File: src/rtl/burst_producer.sv
// LFSR-driven burst traffic source with a reference running sum and beat count.
// Fixed-length bursts of pseudo-random bytes separated by fixed idle gaps.
//
// state | meaning
// IDLE  | waiting for en; LFSR, sum and beat count retained
// BURST | issuing beats until BURST_LEN have been sent
// GAP   | val held low for GAP_LEN cycles between bursts
// DONE  | NUM_BURSTS bursts complete; left only by rst
module burst_producer #(
    parameter logic [7:0]  SEED       = 8'hA5,
    parameter int unsigned BURST_LEN  = 4,
    parameter int unsigned GAP_LEN    = 2,
    parameter int unsigned NUM_BURSTS = 0
) (
    input  logic        clk,
    input  logic        rst,
    input  logic        en,
    output logic        val,
    output logic [7:0]  data,
    output logic [7:0]  exp_sum,
    output logic [15:0] beat_total,
    output logic        busy,
    output logic        done
);

    localparam int BW = $clog2(BURST_LEN + 1);
    localparam int GW = $clog2(GAP_LEN + 1);
    localparam int NW = (NUM_BURSTS > 1) ? $clog2(NUM_BURSTS + 1) : 1;

    typedef enum logic [1:0] {IDLE, BURST, GAP, DONE} state_t;

    state_t          state, state_nxt;
    logic [7:0]      lfsr, lfsr_nxt;
    logic [BW-1:0]   beat_cnt, beat_cnt_nxt;
    logic [GW-1:0]   gap_cnt, gap_cnt_nxt;
    logic [NW-1:0]   burst_cnt, burst_cnt_nxt;
    logic            issue;

    // Fibonacci taps for x^8+x^6+x^5+x^4+1
    assign lfsr_nxt = {lfsr[6:0], lfsr[7] ^ lfsr[5] ^ lfsr[4] ^ lfsr[3]};

    assign busy = (state == BURST) || (state == GAP);
    assign done = (state == DONE);

    always_ff @(posedge clk) begin
        if (rst) begin
            state      <= IDLE;
            lfsr       <= SEED;
            val        <= 1'b0;
            data       <= 8'h00;
            exp_sum    <= 8'h00;
            beat_total <= 16'h0000;
            beat_cnt   <= '0;
            gap_cnt    <= '0;
            burst_cnt  <= '0;
        end else begin
            state     <= state_nxt;
            beat_cnt  <= beat_cnt_nxt;
            gap_cnt   <= gap_cnt_nxt;
            burst_cnt <= burst_cnt_nxt;
            val       <= issue;
            if (issue) begin
                data       <= lfsr;
                lfsr       <= lfsr_nxt;
                exp_sum    <= exp_sum + lfsr;
                beat_total <= beat_total + 16'd1;
            end
        end
    end

    always_comb begin
        state_nxt     = state;
        issue         = 1'b0;
        beat_cnt_nxt  = beat_cnt;
        gap_cnt_nxt   = gap_cnt;
        burst_cnt_nxt = burst_cnt;
        case (state)
            IDLE: begin
                if (en) begin
                    issue        = 1'b1;
                    beat_cnt_nxt = BW'(1);
                    state_nxt    = BURST;
                end
            end
            BURST: begin
                if (beat_cnt < BW'(BURST_LEN)) begin
                    issue        = 1'b1;
                    beat_cnt_nxt = beat_cnt + BW'(1);
                end else begin
                    burst_cnt_nxt = burst_cnt + NW'(1);
                    if ((NUM_BURSTS != 0) && (burst_cnt_nxt == NW'(NUM_BURSTS))) begin
                        state_nxt = DONE;
                    end else begin
                        gap_cnt_nxt = GW'(1);
                        state_nxt   = GAP;
                    end
                end
            end
            GAP: begin
                if (gap_cnt < GW'(GAP_LEN)) begin
                    gap_cnt_nxt = gap_cnt + GW'(1);
                end else if (en) begin
                    issue        = 1'b1;
                    beat_cnt_nxt = BW'(1);
                    state_nxt    = BURST;
                end else begin
                    state_nxt = IDLE;
                end
            end
            DONE: state_nxt = DONE;
            default: state_nxt = IDLE;
        endcase
    end

endmodule

File: config.mk
export PLATFORM = sky130hd
export DESIGN_NAME = burst_producer
export DESIGN_NICKNAME = d
export VERILOG_FILES = /design/src/rtl/burst_producer.sv
export SDC_FILE = /design/constraint.sdc
export NUM_CORES = 1
export LEC_CHECK = 0
export CORE_MARGIN = 8
export CORE_UTILIZATION = 39
export DETAILED_ROUTE_END_ITERATION = 16
export DONT_BUFFER_PORTS = 1
export PLACE_DENSITY = 0.59
export SYNTH_ARGS = -nofsm -noshare
export SYNTH_HDL_FRONTEND = slang
export SYNTH_SLANG_ARGS = --single-unit
File: constraint.sdc
create_clock -name clk -period 2.35 [get_ports clk]
set_input_delay 0.47 -clock clk [delete_from_list [all_inputs] [get_ports clk]]
set_output_delay 0.47 -clock clk [all_outputs]
set_load 0.02 [all_outputs]
==> results of run 1 <==
-- metrics by stage --
| stage | std cells | util [%] | cell area [um2] | power (mW) | hold slack (ps) |
|---|---|---|---|---|---|
| finish | 332 | 43.7 | 2400 | 3.19 | 234 |
| global placement | 324 | 42.0 | 2310 | 2.71 | 469 |
| global route | 332 | 43.7 | 2400 | 3.49 | 213 |
| CTS | 332 | 43.7 | 2400 | 3.25 | 226 |
| floorplan | 256 | - | 2230 | 2.42 | 449 |
| detailed placement | 324 | 42.0 | 2310 | 2.73 | 471 |
-- path summary, 6_finish.rpt --
check / slack, ps / to / depth (start not counted)
worst max-delay path: 290 / exp_sum[7] / 7
worst min-delay path: 230 / data[2] / 1
worst max register to register: 290 / exp_sum[7] / 7
worst min register to register: 480 / data[2] / 2
-- layer usage --
layer | GRT usage [%] | share of wire (%) | vias to the layer above
met3 | 4.28 | 7.8 | 7
met1 | 14.0 | 47 | 760
met2 | 17.5 | 43 | 43
met4 | 4.91 | 2.1 | 0
li1 | - | - | 882
met5 | 0 | 0 | -
-- state kept, by name (all words and copies together), names as in the netlist --
register,count
gap_cnt,2
val,1
data,8
state,2
exp_sum,8
beat_cnt,3
beat_total,16
lfsr,4
-- layout make-up --
class	instances	area share [%]
inverters	8	1.25
repair buffers	11	3.43
flip-flops and latches	44	36.6
well taps	72	3.75
clock inverters	2	0.416
multi-input cells	189	51.1
clock buffers	6	3.43
-- cells in the final DEF (no fill, tap or decap), types with 2 or more instances in the layout --
cell and instances:
ha_1 14, clkbuf_8 6, a21oi_1 26, nor3_1 2, mux2i_1 2, nor2b_1 3
and4_1 2, nand2_1 36, a211o_1 2, dfxtp_1 44, a221oi_1 2, o21ai_0 6
nand3b_1 2, nand2b_1 3, inv_1 8, o21a_1 2, nor3b_1 2, and3_1 3
xnor2_1 10, buf_4 11, a21o_1 2, nor2_1 26, a211oi_1 5, nand4_1 5
clkinv_2 2, nand3_1 6, xor2_1 9
-- cell families (layout without fill, tap and decap cells) --
family / count (synthesis) / after routing
AND/OR/NAND/NOR: 97 / 97
flip-flops: 44 / 44
buffers and inverters: 23 / 27
XOR/XNOR: 19 / 19
multiplexers: 3 / 3
AO/OA/AOI/OAI: 55 / 55
adder cells (fa/ha/maj): 15 / 15
-- report_power, final --
part           internal [mW]  switching [mW]  total (mW)
sequential             0.949           0.258        1.21
clock                  0.235           0.257       0.492
combinational          0.627           0.866        1.49
total                   1.81            1.38        3.19
-- worst max-delay path: stages (launching register included) --
cell and delay, ps:
dfxtp_1 330, inv_1 120, ha_1 270, nand3_1 170
a31o_2 340, nor4_1 250, o21bai_1 160, mux2_4 310
==> flow_metrics.tcl, run 1 <==
set metrics [dict create \
    synth_cell_types 47 \
    nets 277 \
    port_buffers 0 \
    antenna_found_initial 0 \
    insertion_delay_ps 290 \
    dieWidth_um 91.6 \
    clk_pin_slew_ps 80 \
    ios 38 \
    setup_ws_ps 292 \
    synthTopCellsByCount "dfxtp_1, nand2_1, a21oi_1, nor2_1, ha_1" \
    ff_latch_area_um2 881 \
    wirelength_um 4730 \
    yosysTopAreaCellShare_pct 39.5 \
    powerDensity_nw_per_um2 1330 \
    synth_cells 256 \
    post_drt_wl_per_cell_um 14.3 \
    clock_skew_ps 6.58 \
    min_period_ps 2060 \
    synthSimpleGateAreaFrac_pct 20.8 \
    max-cap-violations 0 \
    die_h_um 91.6 \
    slew_headroom_pct 69.7 \
    crit_path_start_kind "register" \
    cts.sinks 44 \
    ir_drop_v 0.000509 \
    finalHoldViolCount 0 \
    synth_top_family_by_area "simple AND/OR/NAND/NOR gates" \
    grt_usage_pct 11.4 \
    core_um2 5510 \
    worstPathRequired_ps 2540 \
    setup_viol 0 \
    drive_gt1_share_pct 9.62 \
    grt_pass1_wl_um 7890 \
    cp_max_fo 9 \
    rsz0062_at_grt "no" \
    synth.most_common_cell "dfxtp_1" \
    synth_fa_ha_area_share_pct 8.76 \
    p_leak_nw 0.958 \
    ys.flop_type "dfxtp_1" \
    synth_nets 274 \
    insertedDiodeCount 0 \
    netlist_area_um2 2230 \
    die-area_um2 8390 \
    synth_edf_count 0 \
    setup_tns_ps 0 \
    h-tree-depth 2 \
    fillCellCount 554 \
    multi_input_comb_area_um2 1230 \
    gp_congestion 0.761 \
    grt_pass1_vias 1625 \
    ctsResizeCount 0 \
    crit_path_start "state[0]" \
    initial_utilization_pct 40.5 \
    dp_hpwl_um 3320 \
    yosys_warnings 0 \
    grt_max_degree 48 \
    grt.overflow.total 0 \
    muxShareOfSynthArea_pct 1.57 \
    cts_tree "built" \
    syn_area_per_cell_um2 8.70 \
    ys_seq_elements 44 \
    fin_crit_sh_pct 87.6 \
    synth_area_leaders "dfxtp_1, ha_1, nand2_1, a21oi_1, nor2_1" \
    area_growth_pct 7.92 \
    end_kind "register" \
    dp_slack_ps 293 \
    drcViolationCount 0 \
    post_cts_buffers 0 \
    root_buffer "clkbuf_8" \
    yosysSeqAreaShare_pct 39.5 \
    r2r_start "state[0]" \
    drtAntennaViolNets 0 \
    crit_type "reg -> reg" \
    drv_slew 0 \
    max_freq_ghz 0.486 \
    clk_path_buf_depth 2 \
    yosys.area_share.xor_xnor_pct 7.47 \
    cts_buffers 5 \
    drt_pass1_iterations 4 \
    vias_per_cell 5.10 \
    synth-async-reset-ratio_pct 0 \
    worst_pin_slew_ps 455 \
    status "finished clean" \
    hold_class "in -> reg" \
    synth_compound_area_share_pct 16.3 \
    synth.largest_area_cell "dfxtp_1" \
    cts-hold-fix-buffers 0 \
    fp-row-count 27 \
    vias 1692 \
    min_from "rst" \
    drtIter0Drc 111 \
    arrival_ps 2250 \
]
Power figures use the tool's default switching activity.
==> run 2, diff against run 1 <==
PLACE_DENSITY = not set   (was 0.59)
clock period = 1.9 ns   (was 2.35 ns; I/O delays follow)
==> flow_metrics.tcl, run 2 (synthesis results as in run 1) <==
set metrics [dict create \
    status "finished clean" \
    drtIter0Drc 72 \
    grt_pass1_wl_um 8390 \
    crit_path_cell_trace "ha_1 > a211o_1 > a2111oi_4 > nor4_1 > o21bai_1 > mux2_4" \
    grt_usage_pct 12.1 \
    clk_path_buf_depth 2 \
    powerDensity_nw_per_um2 1700 \
    rsz0062_at_grt "yes" \
    max_freq_ghz 0.528 \
    crit_family "compound AO/OA/AOI/OAI gates" \
    cts_buffers 5 \
    grt_max_degree 48 \
    worstPathRequired_ps 2090 \
    fin_cells 356 \
    max_stage_delay_ps 350 \
    cts.sinks 44 \
    h-tree-depth 2 \
    setup_viol 0 \
    drv_slew 0 \
    fillCellCount 521 \
    ff_latch_area_um2 890 \
    clk_pin_slew_ps 90 \
    design_area_um2 2690 \
    crit_type "reg -> reg" \
    multi_input_comb_area_um2 1260 \
    end_kind "register" \
    crit_path_start_kind "register" \
    p_leak_nw 1.11 \
    slowest_stage "dfxtp_4" \
    pwr-share-comb_pct 48.3 \
    drcViolationCount 0 \
    power.switching_mw 1.79 \
    dp_slack_ps 6.06 \
    numPlacedInstances 347 \
    pwr-share-seq_pct 31.1 \
    grt_pass1_vias 1731 \
    ios 38 \
    insertedDiodeCount 0 \
    wirelength_um 4930 \
    nets 301 \
    root_buffer "clkbuf_8" \
    regMostFlops "beat_total" \
    cp_max_fo 2 \
    area_growth_pct 20.7 \
    drtAntennaViolNets 0 \
    path_buf_inv 0 \
    p_total_mw 4.58 \
    clkPwrFrac_pct 20.5 \
    utilization_pct 48.8 \
    slew_headroom_pct 74.5 \
    clock_skew_ps 8.28 \
    cts_tree "built" \
    vias_per_cell 5.00 \
    hold_class "in -> reg" \
    r2r_setup_slack_ps 6 \
    ir_drop_v 0.000586 \
    die_h_um 91.6 \
    dp_hpwl_um 3600 \
    setup_ws_ps 5.82 \
    port_buffers 0 \
    setup_tns_ps 0 \
    drive_gt1_share_pct 20.4 \
    max-cap-violations 0 \
    post_drt_wl_per_cell_um 13.9 \
    mostFrequentLayoutCells "dfxtp_1, nand2_1, buf_4" \
    initial_utilization_pct 40.5 \
    vias 1779 \
    min_period_ps 1890 \
    core_um2 5510 \
    fin_crit_sh_pct 99.7 \
    largest_reg_flops 16 \
    fp-row-count 27 \
    dpl_cell_area_um2 2500 \
    gp_congestion 0.768 \
    dieWidth_um 91.6 \
    insertion_delay_ps 300 \
    worst_pin_slew_ps 373 \
    largestRegisters "beat_total: 16 flops, data: 8 flops, exp_sum: 8 flops" \
    finalHoldViolCount 0 \
    antenna_found_initial 0 \
    p_int_mw 2.80 \
    hold-worst-slack_ps 138 \
    grt.overflow.total 0 \
    swShare_pct 39.0 \
    die-area_um2 8390 \
    arrival_ps 2090 \
    drt_pass1_iterations 4 \
    layout_commonest_cell "dfxtp_1" \
]
[run 2: cell count changes in the layout (fill, tap and decap cells not counted), moves of 2 or more]
cell       delta
ha_1          -2
dfxtp_2       +4
dfxtp_1       -5
buf_4        +23
bufinv_16     +2
clkinv_2      -2
[run 2: timing repair]
action / CTS / global route
setup endpoints to repair: 1 / 3
hold buffers: 0 / 0
gates resized for setup: 0 / 7
hold endpoints to repair: 0 / 0
buffers inserted: 0 / 1
[run 2: worst paths after layout]
path / end / depth (start not counted) / from
worst max-delay path: exp_sum[7] / 6 / exp_sum[1]
worst max register to register: exp_sum[7] / 6 / exp_sum[1]
worst min register to register: data[0] / 2 / lfsr[0]
worst min-delay path: beat_total[3] / 1 / rst
[run 2: final cells by class]
type,instances,area share (%)
Timing Repair Buffer,35,9.91
Clock inverter,2,2.23
Sequential cell,44,33.1
Tap cell,72,3.35
Multi-Input combinational cell,189,46.8
Clock buffer,6,3.49
Inverter,8,1.12
[run 2: metal layers]
metal,track usage (%),up-vias,wire [um],part of all wire [%]
li1,-,925,-,-
met1,14.3,819,2340,47
met2,19.1,29,2160,44
met3,4.53,6,347,7.0
met4,4.91,0,78,1.6
met5,0,-,0,0
[run 2: worst register-to-register path, cell delays in order, from the launching register on]
cell       delay, ps
dfxtp_4          350
ha_1             280
a211o_1          310
a2111oi_4        320
nor4_1            70
o21bai_1         170
mux2_4           290
[run 2: power by group through the flow]
stage	sequential, mW	combinational, mW	clock [mW]
2_1_floorplan	1.55	1.49	0
3_3_place_gp	1.44	2.15	0
3_5_place_dp	1.45	2.16	0
4_1_cts	1.43	2.18	0.969
5_1_grt	1.47	2.49	1.02
6_report	1.43	2.21	0.941
==> run 3, diff against run 2 <==
ABC_AREA = 1   (was not set)
CAP_MARGIN = 15   (was not set)
clock period = 2.05 ns   (was 1.9 ns; I/O delays follow)
==> flow_metrics.tcl, run 3 <==
set metrics [dict create \
    drtIter0Drc 68 \
    min_period_ps 1800 \
    dpl_cell_area_um2 2420 \
    clk_pin_slew_ps 90 \
    dieWidth_um 93.3 \
    netlist_area_um2 2330 \
    clk_path_buf_depth 2 \
    powerDensity_nw_per_um2 1430 \
    ios 38 \
    post_cts_buffers 0 \
    crit_family "simple AND/OR/NAND/NOR gates" \
    rsz0062_at_grt "no" \
    insertedDiodeCount 0 \
    r2r_start "state[1]" \
    arrival_ps 2030 \
    die-area_um2 8700 \
    ir_drop_v 0.000649 \
    p_leak_nw 1.10 \
    core_um2 5850 \
    power.switching_mw 1.60 \
    synth_edf_count 0 \
    fp-row-count 28 \
    p_int_mw 1.98 \
    max_freq_ghz 0.554 \
    crit_type "reg -> reg" \
    clock_skew_ps 6.14 \
    fillCellCount 620 \
    syn_area_per_cell_um2 7.01 \
    vias 1984 \
    cts-hold-fix-buffers 0 \
    worst_pin_slew_ps 474 \
    wirelength_um 5250 \
    utilization_pct 42.9 \
    nets 355 \
    pwr-share-seq_pct 38.3 \
    synth.most_common_cell "nand2_1" \
    synth_area_leaders "dfxtp_1, nand2_1, nor2_1, ha_1, inv_1" \
    path_buf_inv 2 \
    setup_tns_ps 0 \
    slowest_stage "inv_2" \
    largest_reg_flops 16 \
    grt_max_degree 30 \
    ys_seq_elements 44 \
    yosysTopAreaCellShare_pct 37.8 \
    layout_commonest_cell "nand2_1" \
    grt_pass1_vias 1869 \
    synth.largest_area_cell "dfxtp_1" \
    post_drt_wl_per_cell_um 12.7 \
    gp_congestion 0.785 \
    grt_pass1_wl_um 8750 \
    synth_nets 350 \
    finalHoldViolCount 0 \
    drv_slew 0 \
    min_from "rst" \
    grt_usage_pct 12.5 \
    crit_cells 8 \
    pwr-share-comb_pct 45.7 \
    setup_viol 0 \
    reg2reg_depth 8 \
    vias_per_cell 4.80 \
    crit_path_start "state[1]" \
    grt.overflow.total 0 \
    fin_crit_sh_pct 88.0 \
    h-tree-depth 2 \
    cp_max_fo 29 \
    yosys_warnings 0 \
    status "finished clean" \
    synth-async-reset-ratio_pct 0 \
    port_buffers 0 \
    initial_utilization_pct 39.8 \
    ctsResizeCount 0 \
    mostFrequentLayoutCells "nand2_1, nor2_1, dfxtp_1" \
    design_area_um2 2510 \
    drt_pass1_iterations 5 \
    max_stage_delay_ps 360 \
    cts_tree "built" \
    synthTopCellsByCount "nand2_1, nor2_1, dfxtp_1" \
    end_kind "register" \
    root_buffer "clkbuf_8" \
    cts.sinks 44 \
    drive_gt1_share_pct 6.51 \
    worstPathRequired_ps 2280 \
    crit_path_cell_trace "inv_1 > ha_1 > nand2_2 > nand3_2 > nand2_4 > inv_2 > nand2_1 > a21oi_1" \
    dp_hpwl_um 3840 \
    synth_cell_types 27 \
    crit_path_start_kind "register" \
    largestRegisters "beat_total: 16 flops, data: 8 flops, exp_sum: 8 flops" \
    slew_headroom_pct 68.4 \
    insertion_delay_ps 290 \
    regMostFlops "beat_total" \
    max-cap-violations 0 \
    ys.flop_type "dfxtp_1" \
    drtAntennaViolNets 0 \
    drcViolationCount 0 \
    area_growth_pct 7.90 \
    clkPwrFrac_pct 16.0 \
    swShare_pct 44.8 \
    die_h_um 93.3 \
    holdPathStages 1 \
    synth_cells 332 \
    hold_class "in -> reg" \
    yosysSeqAreaShare_pct 37.8 \
    antenna_found_initial 0 \
    cts_buffers 5 \
]
==> run 3: cell count changes in the layout (fill, tap and decap cells not counted), moves of 13 or more <==
cell,change
buf_4,-23
nand3_1,+13
o21ai_0,+14
nand2_1,+39
nor2_1,+26
inv_1,+33
==> run 3: through the flow <==
stage / cells / total power, mW / hold WS [ps] / setup slack, ps
floorplan: 332 / 2.73 / 443 / 308
global placement: 405 / 3.03 / 454 / 297
detailed placement: 405 / 3.05 / 462 / 229
CTS: 413 / 3.64 / 165 / 204
global route: 413 / 3.93 / 160 / 9.79
finish: 413 / 3.58 / 180 / 246
==> run 3: cell families after synthesis <==
logic type / Yosys count / synth area share (%)
simple gates: 159 / 28.4
buf+inv: 56 / 10.6
xor+xnor: 10 / 3.76
compound gates: 48 / 11.0
flops: 44 / 37.8
fa+ha+maj: 15 / 8.39
==> run 3: worst reg2reg max path, delay by kind of cell (launching register included) <==
| kind | cells | cell delay, ps |
|---|---|---|
| DFF | 1 | 330 |
| AOI/OAI and AO/OA | 1 | 140 |
| adders and majority gates | 1 | 290 |
| buffers and inverters | 2 | 480 |
| and+or+nand+nor | 4 | 490 |
==> run 3: area by class of cell <==
cell class	instances	area [um2]	area share, %
multi-input cells	232	1200	47.7
inverters	43	161	6.43
flip-flops and latches	44	881	35.1
well taps	75	93.8	3.74
clock buffers	7	86.3	3.44
repair buffers	11	82.6	3.29
clock inverters	1	7.51	0.299
==> run 3: final timing paths <==
| check | to | slack (ps) |
|---|---|---|
| worst max-delay path | data[4] | 250 |
| worst min-delay path | beat_total[14] | 180 |
| worst max register to register | data[4] | 250 |
| worst min register to register | gap_cnt[0] | 470 |
==> run 3: power groups by stage <==
| stage | sequential (mW) | clock, mW | combinational (mW) |
|---|---|---|---|
| 2_1_floorplan | 1.41 | 0 | 1.32 |
| 3_3_place_gp | 1.40 | 0 | 1.63 |
| 3_5_place_dp | 1.40 | 0 | 1.65 |
| 4_1_cts | 1.38 | 0.599 | 1.66 |
| 5_1_grt | 1.41 | 0.626 | 1.90 |
| 6_report | 1.37 | 0.572 | 1.64 |
==> run 3: metal layers <==
metal  routed length (um)  part of all wire [%]  track usage, %
met1                 2260                    43            13.6
met2                 2580                    49            21.7
met3                  354                   6.7            4.65
met4                   53                   1.0            4.03
met5                    0                     0               0
